$ cat config.mk
export PLATFORM = sky130hd
export DESIGN_NAME = keypad_scanner
export DESIGN_NICKNAME = d
export VERILOG_FILES = /design/src/rtl/keypad_scanner.sv
export SDC_FILE = /design/constraint.sdc
export NUM_CORES = 1
export LEC_CHECK = 0
export ABC_AREA = 1
export CAP_MARGIN = 20
export CORE_MARGIN = 3
export CORE_UTILIZATION = 25
export DETAILED_ROUTE_END_ITERATION = 8
export GPL_ROUTABILITY_DRIVEN = 0
export PLACE_DENSITY_LB_ADDON = 0.12
export SYNTH_ARGS = -nofsm -noshare
export SYNTH_HDL_FRONTEND = slang
export SYNTH_SLANG_ARGS = --single-unit
export TNS_END_PERCENT = 20
$ cat constraint.sdc
create_clock -name clk -period 1.85 [get_ports clk]
set_input_delay 0.37 -clock clk [delete_from_list [all_inputs] [get_ports clk]]
set_output_delay 0.37 -clock clk [all_outputs]
set_load 0.005 [all_outputs]
$ cat src/rtl/keypad_scanner.sv
// 4x4 keypad matrix scanner: row drive, debounce, latched key code and a status/data read port.
// Define KEYPAD_AUTOREPEAT_EN to re-latch a continuously held key every REPEAT_TICKS scan ticks.
module keypad_scanner #(
   parameter int SCAN_DIV     = 50000,
   parameter int DEBOUNCE_CNT = 4,
   parameter int REPEAT_TICKS = 64
) (
   input  logic       clk,
   input  logic       rst_n,
   output logic [3:0] rowwrite,
   input  logic [3:0] colread,
   input  logic       ack,
   input  logic       statusordata,
   output logic [3:0] keyout
);

   localparam int PRE_W = $clog2(SCAN_DIV);
   localparam int DEB_W = $clog2(DEBOUNCE_CNT + 1);
   localparam logic [PRE_W-1:0] PRE_LAST = PRE_W'(SCAN_DIV - 1);
   localparam logic [DEB_W-1:0] DEB_LAST = DEB_W'(DEBOUNCE_CNT);

   localparam logic [1:0] ST_SCAN     = 2'd0;
   localparam logic [1:0] ST_DEBOUNCE = 2'd1;
   localparam logic [1:0] ST_HOLD     = 2'd2;

   if (SCAN_DIV < 2 || DEBOUNCE_CNT < 2 || REPEAT_TICKS < 1) begin : g_param_check
      $error("keypad_scanner: parameter below its minimum");
   end

   logic [PRE_W-1:0] pre_cnt;
   logic [PRE_W-1:0] pre_nxt;
   logic             tick;

   logic [1:0]       state;
   logic [1:0]       state_nxt;
   logic [3:0]       row_nxt;
   logic [3:0]       row_rot;
   logic [3:0]       pattern;
   logic [3:0]       pat_nxt;
   logic [DEB_W-1:0] deb_cnt;
   logic [DEB_W-1:0] deb_nxt;
   logic [DEB_W-1:0] deb_inc;
   logic [DEB_W-1:0] rel_cnt;
   logic [DEB_W-1:0] rel_nxt;
   logic [DEB_W-1:0] rel_inc;

   logic [1:0]       row_idx;
   logic [1:0]       col_idx;
   logic [3:0]       new_code;
   logic             scan_latch;
   logic             latch_any;

   logic             ack_q;
   logic             ack_rise;
   logic [3:0]       key_code;
   logic             valid;
   logic             overrun;

   // Free-running prescaler; the FSM only moves on the tick cycle.
   always_comb begin
      tick    = (pre_cnt == PRE_LAST);
      pre_nxt = tick ? '0 : pre_cnt + 1'b1;
   end

   always_comb begin
      row_idx = 2'd0;
      case (rowwrite)
         4'b1101: row_idx = 2'd1;
         4'b1011: row_idx = 2'd2;
         4'b0111: row_idx = 2'd3;
         default: row_idx = 2'd0;
      endcase
      col_idx = 2'd0;
      if (!colread[0])      col_idx = 2'd0;
      else if (!colread[1]) col_idx = 2'd1;
      else if (!colread[2]) col_idx = 2'd2;
      else if (!colread[3]) col_idx = 2'd3;
      new_code = {row_idx, col_idx};
      row_rot  = {rowwrite[2:0], rowwrite[3]};
   end

   always_comb begin
      state_nxt  = state;
      row_nxt    = rowwrite;
      pat_nxt    = pattern;
      deb_nxt    = deb_cnt;
      rel_nxt    = rel_cnt;
      scan_latch = 1'b0;
      deb_inc    = deb_cnt + 1'b1;
      rel_inc    = rel_cnt + 1'b1;
      if (tick) begin
         case (state)
            ST_SCAN: begin
               if (colread == 4'hF) begin
                  row_nxt = row_rot;
               end else begin
                  pat_nxt   = colread;
                  deb_nxt   = DEB_W'(1);
                  state_nxt = ST_DEBOUNCE;
               end
            end
            ST_DEBOUNCE: begin
               if (colread == pattern) begin
                  deb_nxt = deb_inc;
                  if (deb_inc == DEB_LAST) begin
                     scan_latch = 1'b1;
                     rel_nxt    = '0;
                     state_nxt  = ST_HOLD;
                  end
               end else begin
                  row_nxt   = row_rot;
                  state_nxt = ST_SCAN;
               end
            end
            ST_HOLD: begin
               // A full debounced release is required before the next press can be seen.
               if (colread == 4'hF) begin
                  rel_nxt = rel_inc;
                  if (rel_inc == DEB_LAST) begin
                     rel_nxt   = '0;
                     row_nxt   = row_rot;
                     state_nxt = ST_SCAN;
                  end
               end else begin
                  rel_nxt = '0;
               end
            end
            default: begin
               row_nxt   = 4'b1110;
               state_nxt = ST_SCAN;
            end
         endcase
      end
   end

`ifdef KEYPAD_AUTOREPEAT_EN
   localparam int REP_W = $clog2(REPEAT_TICKS + 1);
   localparam logic [REP_W-1:0] REP_LAST = REP_W'(REPEAT_TICKS);

   logic [REP_W-1:0] rep_cnt;
   logic [REP_W-1:0] rep_nxt;
   logic [REP_W-1:0] rep_inc;
   logic             rep_latch;

   always_comb begin
      rep_inc   = rep_cnt + 1'b1;
      rep_nxt   = '0;
      rep_latch = 1'b0;
      if (state == ST_HOLD) begin
         rep_nxt = rep_cnt;
         if (tick) begin
            if (colread == pattern) begin
               if (rep_inc == REP_LAST) begin
                  rep_latch = 1'b1;
                  rep_nxt   = '0;
               end else begin
                  rep_nxt = rep_inc;
               end
            end else begin
               rep_nxt = '0;
            end
         end
      end
   end

   always_ff @(posedge clk or negedge rst_n) begin
      if (!rst_n) rep_cnt <= '0;
      else        rep_cnt <= rep_nxt;
   end

   assign latch_any = scan_latch | rep_latch;
`else
   assign latch_any = scan_latch;
`endif

   // Read handshake: ack is a level held high by the top-level decode for the
   // whole data read; only its rising edge consumes the pending key, so a long
   // or repeated read returns the same key_code with valid already cleared.
   assign ack_rise = ack & ~ack_q;

   always_ff @(posedge clk or negedge rst_n) begin
      if (!rst_n) begin
         pre_cnt  <= '0;
         state    <= ST_SCAN;
         rowwrite <= 4'b1110;
         pattern  <= 4'hF;
         deb_cnt  <= '0;
         rel_cnt  <= '0;
         ack_q    <= 1'b0;
         key_code <= 4'h0;
         valid    <= 1'b0;
         overrun  <= 1'b0;
      end else begin
         pre_cnt  <= pre_nxt;
         state    <= state_nxt;
         rowwrite <= row_nxt;
         pattern  <= pat_nxt;
         deb_cnt  <= deb_nxt;
         rel_cnt  <= rel_nxt;
         ack_q    <= ack;
         // A latch beats a same-cycle ack: the old key counts as consumed.
         if (latch_any) begin
            key_code <= new_code;
            valid    <= 1'b1;
            overrun  <= ~ack_rise & (valid | overrun);
         end else if (ack_rise) begin
            valid    <= 1'b0;
            overrun  <= 1'b0;
         end
      end
   end

   assign keyout = statusordata ? {2'b00, overrun, valid} : key_code;

endmodule

Yosys cells after proc, flatten, opt, wreduce, memory -nomap -nowiden
Index checks and enable logic that the tools add are counted.

operators by class
  order comparisons = 0
  equal/unequal tests = 18
  $add $sub $neg = 3
  multiply operators = 0
  muxes and demuxes = 33
  div/mod/pow operators = 0
  reduce and logical (&&, ||, !) cells = 9
  shift-type cells = 0
  bitwise gates (word level) = 6

operator list
  cell                                           count
  2-to-1 mux 4 bit                               5
  2-to-1 mux 2 bit                               9
  2-to-1 mux 3 bit                               6
  adder 16 x 1 -> 16 bit, second input constant  1
  == test 16 bit, second input constant          1
  2-to-1 mux 16 bit                              1
  inequality test 2 bit, second input constant   7
  == test 4 bit, second input constant           3
  case mux 2 bit (3 select lines)                2
  case mux 3 bit (2 select lines)                2
  case mux 4 bit (3 select lines)                1
  AND reduction 5 bit                            2
  AND reduction 4 bit                            2
  2-to-1 mux 1 bit                               7
  adder 3 x 1 -> 3 bit, second input constant    2
  == test 3 bit, second input constant           2
  nonzero test 2 bit                             3
  == test 4 x 3 -> 1 bit, second input constant  1
  == test 4 bit                                  1
  inequality test 3 bit, second input constant   1
  inverter 1 bit                                 3
  AND reduction 3 bit                            1
  AND 1 bit                                      2
  == test 2 x 1 -> 1 bit, second input constant  1
  other kinds (3)                                3

storage, ports and cells
  output and inout port bits = 8
  bits in read-only memories = 0
  bits of input ports = 8
  memories = 0
  register bits after elaboration = 39
  bits in writable memories = 0
  bits in latches = 0

Logic depth before layout (Yosys ltp)
  word-level depth = 7
  gate-level depth with buffers = 11
  gate-level depth less buffers = 11

Worst setup path before layout
OpenSTA, ideal clock, no wires.

  path kind = reg-to-reg
  from = reg deb_cnt[0]
  to = reg state[1]
  period minus slack after synthesis = 1.409 ns
  stages on the path, launching flop included = 9
  buffers on the path = 0
  slack = 0.441 ns
  data arrival time = 1.296 ns
  library setup time = 0.113 ns
  path through = dfrtp_1 -> ha_1 -> or2_2 -> nand3_1 -> nand4_1 -> nand3_1 -> nand2_1 -> nand2_1 -> inv_1

between the ends
  cells in the longest elaborated chain, start to end = 4

ends and longest elaborated chain
  what                                    RTL line  RTL
  from (decl)                             40        logic [DEB_W-1:0] deb_cnt;
  from (signal assigned)                  198       deb_cnt <= deb_nxt;
  adder 3 x 1 -> 3 bit                    89        deb_inc = deb_cnt + 1'b1;
  == test 3 bit                           105       if (deb_inc == DEB_LAST) begin
  inequality test 3 bit (no source line)  n/a
  AND reduction 5 bit (no source line)    n/a
  to (signal assigned)                    195       state <= state_nxt;
  to (decl)                               34        logic [1:0] state;

Every way passes these cells.
A chain may end at the register's enable or synchronous reset.

Worst setup path in the final report
  from = in statusordata
  to = out keyout[1]

between the ends
  cells in the longest elaborated chain, start to end = 1

ends and longest elaborated chain
  what              RTL line  RTL
  from (decl)       13        input logic statusordata,
  2-to-1 mux 4 bit  213       assign keyout = statusordata ? {2'b00, overrun, valid} : key_code;
  to (decl)         14        output logic [3:0] keyout

Every way passes these cells.

==> results.json <==
{
  "status": "complete, no violations",
  "hold_violations": 0,
  "overflow": 0,
  "antenna-diode-count": 0,
  "cts.sinks": 39,
  "wl_met2_um": 2010,
  "cp-start-kind": "primary input",
  "cts_tree": "built",
  "initial_core_util_pct": 25.9,
  "clk_latency_ns": 0.29,
  "synth.avg_cell_area_um2": 8.06,
  "top_layer": "met4",
  "tns_ns": 0,
  "syn-cell-area_mm2": 0.00227,
  "critPathArrivalTime_ns": 1.41,
  "wl_met1_um": 2490,
  "track_usage_pct": 9.83,
  "power_density_mw_per_mm2": 610,
  "clk_pin_slew_worst_paths_ns": 0.08,
  "fin_crit_ns": 1.78,
  "routed_wl_um": 4640,
  "clockPowerShare_pct": 44.7,
  "setup_slack_ns": 0.0706,
  "layout_commonest_cell": "nand2_1",
  "grt_pass1_wl_um": 8070,
  "drc": 0,
  "power_switching_mw": 0.357,
  "grt_max_degree": 22,
  "cp_max_fo": 3,
  "postSynthCellCount": 282,
  "skew_ns": 0.00658,
  "drt-vias-per-instance": 4.21,
  "root_buffer": "clkbuf_8",
  "rsz0062_at_grt": "false",
  "core_area_mm2": 0.00876,
  "synth_warnings": 0,
  "synth-seq-cells": 39,
  "ios": 16,
  "dieWidth_um": 101,
  "fp-row-count": 34,
  "routedWlPerCell_um": 11.0,
  "internal_power_mw": 1.32,
  "cts_hold_buf": 0,
  "route.antenna.remaining_nets": 0,
  "post-dp-hpwl_um": 3560,
  "cap_violations": 0,
  "h-tree-depth": 2,
  "ir_worst_vdd_mv": 0.254,
  "syn_to_final_growth_pct": 21.0,
  "fin_util_pct": 31.4,
  "timing.fmax_mhz": 562,
  "dp.cells": 414,
  "leakage_nw": 1.33,
  "swShare_pct": 21.2,
  "first_pass_iters": 4,
  "cts_buffers": 5,
  "required_ns": 1.48,
  "numPortBuffers": 15,
  "final-setup-viol-count": 0,
  "timing.critical_path.to_type": "output pin",
  "hold_class": "in -> async",
  "worst_pin_slew_ns": 0.454,
  "grt_pass1_vias": 1674,
  "ys_types": 35,
  "via_count": 1776,
  "ys_seq_area_share_pct": 43.3,
  "finalPower_mw": 1.68,
  "min_period_over_period_pct": 96.2,
  "drtIter0Drc": 75,
  "die_y_um": 101,
  "criticalPathCategory": "in -> out",
  "antenna_found_initial": 0,
  "preCtsSetupSlack_ns": -0.211,
  "maxSlewViolCount": 0,
  "fp.dieArea_mm2": 0.0103,
  "final_cell_mix": "74 x nand2_1, 35 x inv_1, 32 x dfrtp_1, 25 x nor2_1",
  "met3_length_um": 86,
  "fin_cells": 422,
  "power_frac_comb_pct": 4.5,
  "pwr-share-seq_pct": 50.9,
  "syn-num-nets": 295,
  "cts_buffer_depth": 2,
  "slew_headroom_pct": 69.7,
  "final_nets": 326,
  "drive_gt1_share_pct": 22.3
}
[cells in the mapped netlist]
master     count  area [µm²]
nand4_1        8        50.1
dfstp_2        7         184
nand2_2        8        50.1
o21ai_0        8        40.0
a21oi_1        5        25.0
o21ai_2        3        26.3
or2_2          1        6.26
dfrtp_1       32         801
nor2_4         8        90.1
xor2_1         4        35.0
or2_0          1        6.26
and3_1         1        6.26
inv_1         35         131
nand2_1       74         278
ha_1           5        62.6
nor2_8         1        20.0
nand2_4        2        22.5
a21oi_2        1        8.76
buf_6          1        11.3
nand3_1       12        60.1
nor2_1        25        93.8
inv_2          7        26.3
nand3_2        4        40.0
a31oi_1        1        6.26
nor2_2         3        18.8
nand3b_2       1        11.3
o211ai_1       1        7.51
xnor2_1        1        8.76
clkinv_4       1        8.76
mux2_2         2        22.5
a2bb2oi_1      1        8.76
nand3_4        1        17.5
o21bai_1       1        7.51
nor3_1         3        15.0
o21ai_1       13        65.1
[path summary, 6_finish.rpt]
| path | slack (ns) | endpoint | cells after the start | start |
|---|---|---|---|---|
| max reg2reg | 0.27 | state[1] | 8 | deb_cnt[0] |
| min reg2reg | 0.46 | pre_cnt[0] | 1 | pre_cnt[0] |
| max in group asynchronous | 1.28 | pattern[0] | 2 | rst_n |
| min in group clk | 0.46 | pre_cnt[0] | 1 | pre_cnt[0] |
| min | 0.02 | ack_q | 1 | rst_n |
| max | 0.07 | keyout[1] | 3 | statusordata |
[cell type report]
type	count	area [µm²]
inverters	43	166
clock inverters	2	35.0
multi-input cells	199	1110
well taps	108	135
fillers	942	6010
repair buffers	25	231
clock buffers	6	82.6
flip-flops and latches	39	985
[through the flow]
stage | hold WS [ns] | instance area [µm²]
floorplan | 0.0744 | 2270
global placement | 0.356 | 2630
detailed placement | 0.352 | 2630
CTS | 0.0342 | 2750
global route | 0.0496 | 2750
finish | 0.0219 | 2750
[layer usage]
metal	global-route usage [%]	up-vias
met5	0	-
met4	3.07	0
met3	1.86	4
met2	14.7	14
met1	14.3	803
li1	-	955
[power by group through the flow]
| stage | Clock, mW | Sequential [mW] | Combinational [mW] |
|---|---|---|---|
| floorplan | 0 | 0.870 | 0.0211 |
| global placement | 0 | 0.870 | 0.0791 |
| detailed placement | 0 | 0.870 | 0.0791 |
| CTS | 0.795 | 0.854 | 0.0789 |
| global route | 0.817 | 0.854 | 0.0856 |
| finish | 0.750 | 0.854 | 0.0750 |
[critical path, cell delays in order]
cell and delay (ns):
dlygate4sd2_1 0.25, mux2_2 0.34, clkdlybuf4s50_1 0.44
[registers in the layout, summed over array words and instances, names as in the netlist]
| register | flops |
|---|---|
| rel_cnt | 3 |
| state | 2 |
| ack_q | 1 |
| pattern | 4 |
| deb_cnt | 3 |
| key_code | 4 |
| overrun | 1 |
| rowwrite | 4 |
| pre_cnt | 16 |
| valid | 1 |
[cell families after synthesis]
kind of cell    after synthesis  share of synthesized area (%)
mux                           2                          0.991
xor+xnor                      5                           1.93
simple gates                153                           34.6
buf+inv                      44                           7.82
compound gates               34                           8.59
fa+ha+maj                     5                           2.75
flops                        39                           43.3
[repair_timing]
action | CTS | global route
gates resized for setup | 1 | 1
endpoints found under the setup margin | 4 | 1
pin swaps | 0 | 0
buffers inserted | 0 | 0
No activity file was read; power rests on OpenSTA's default activity.
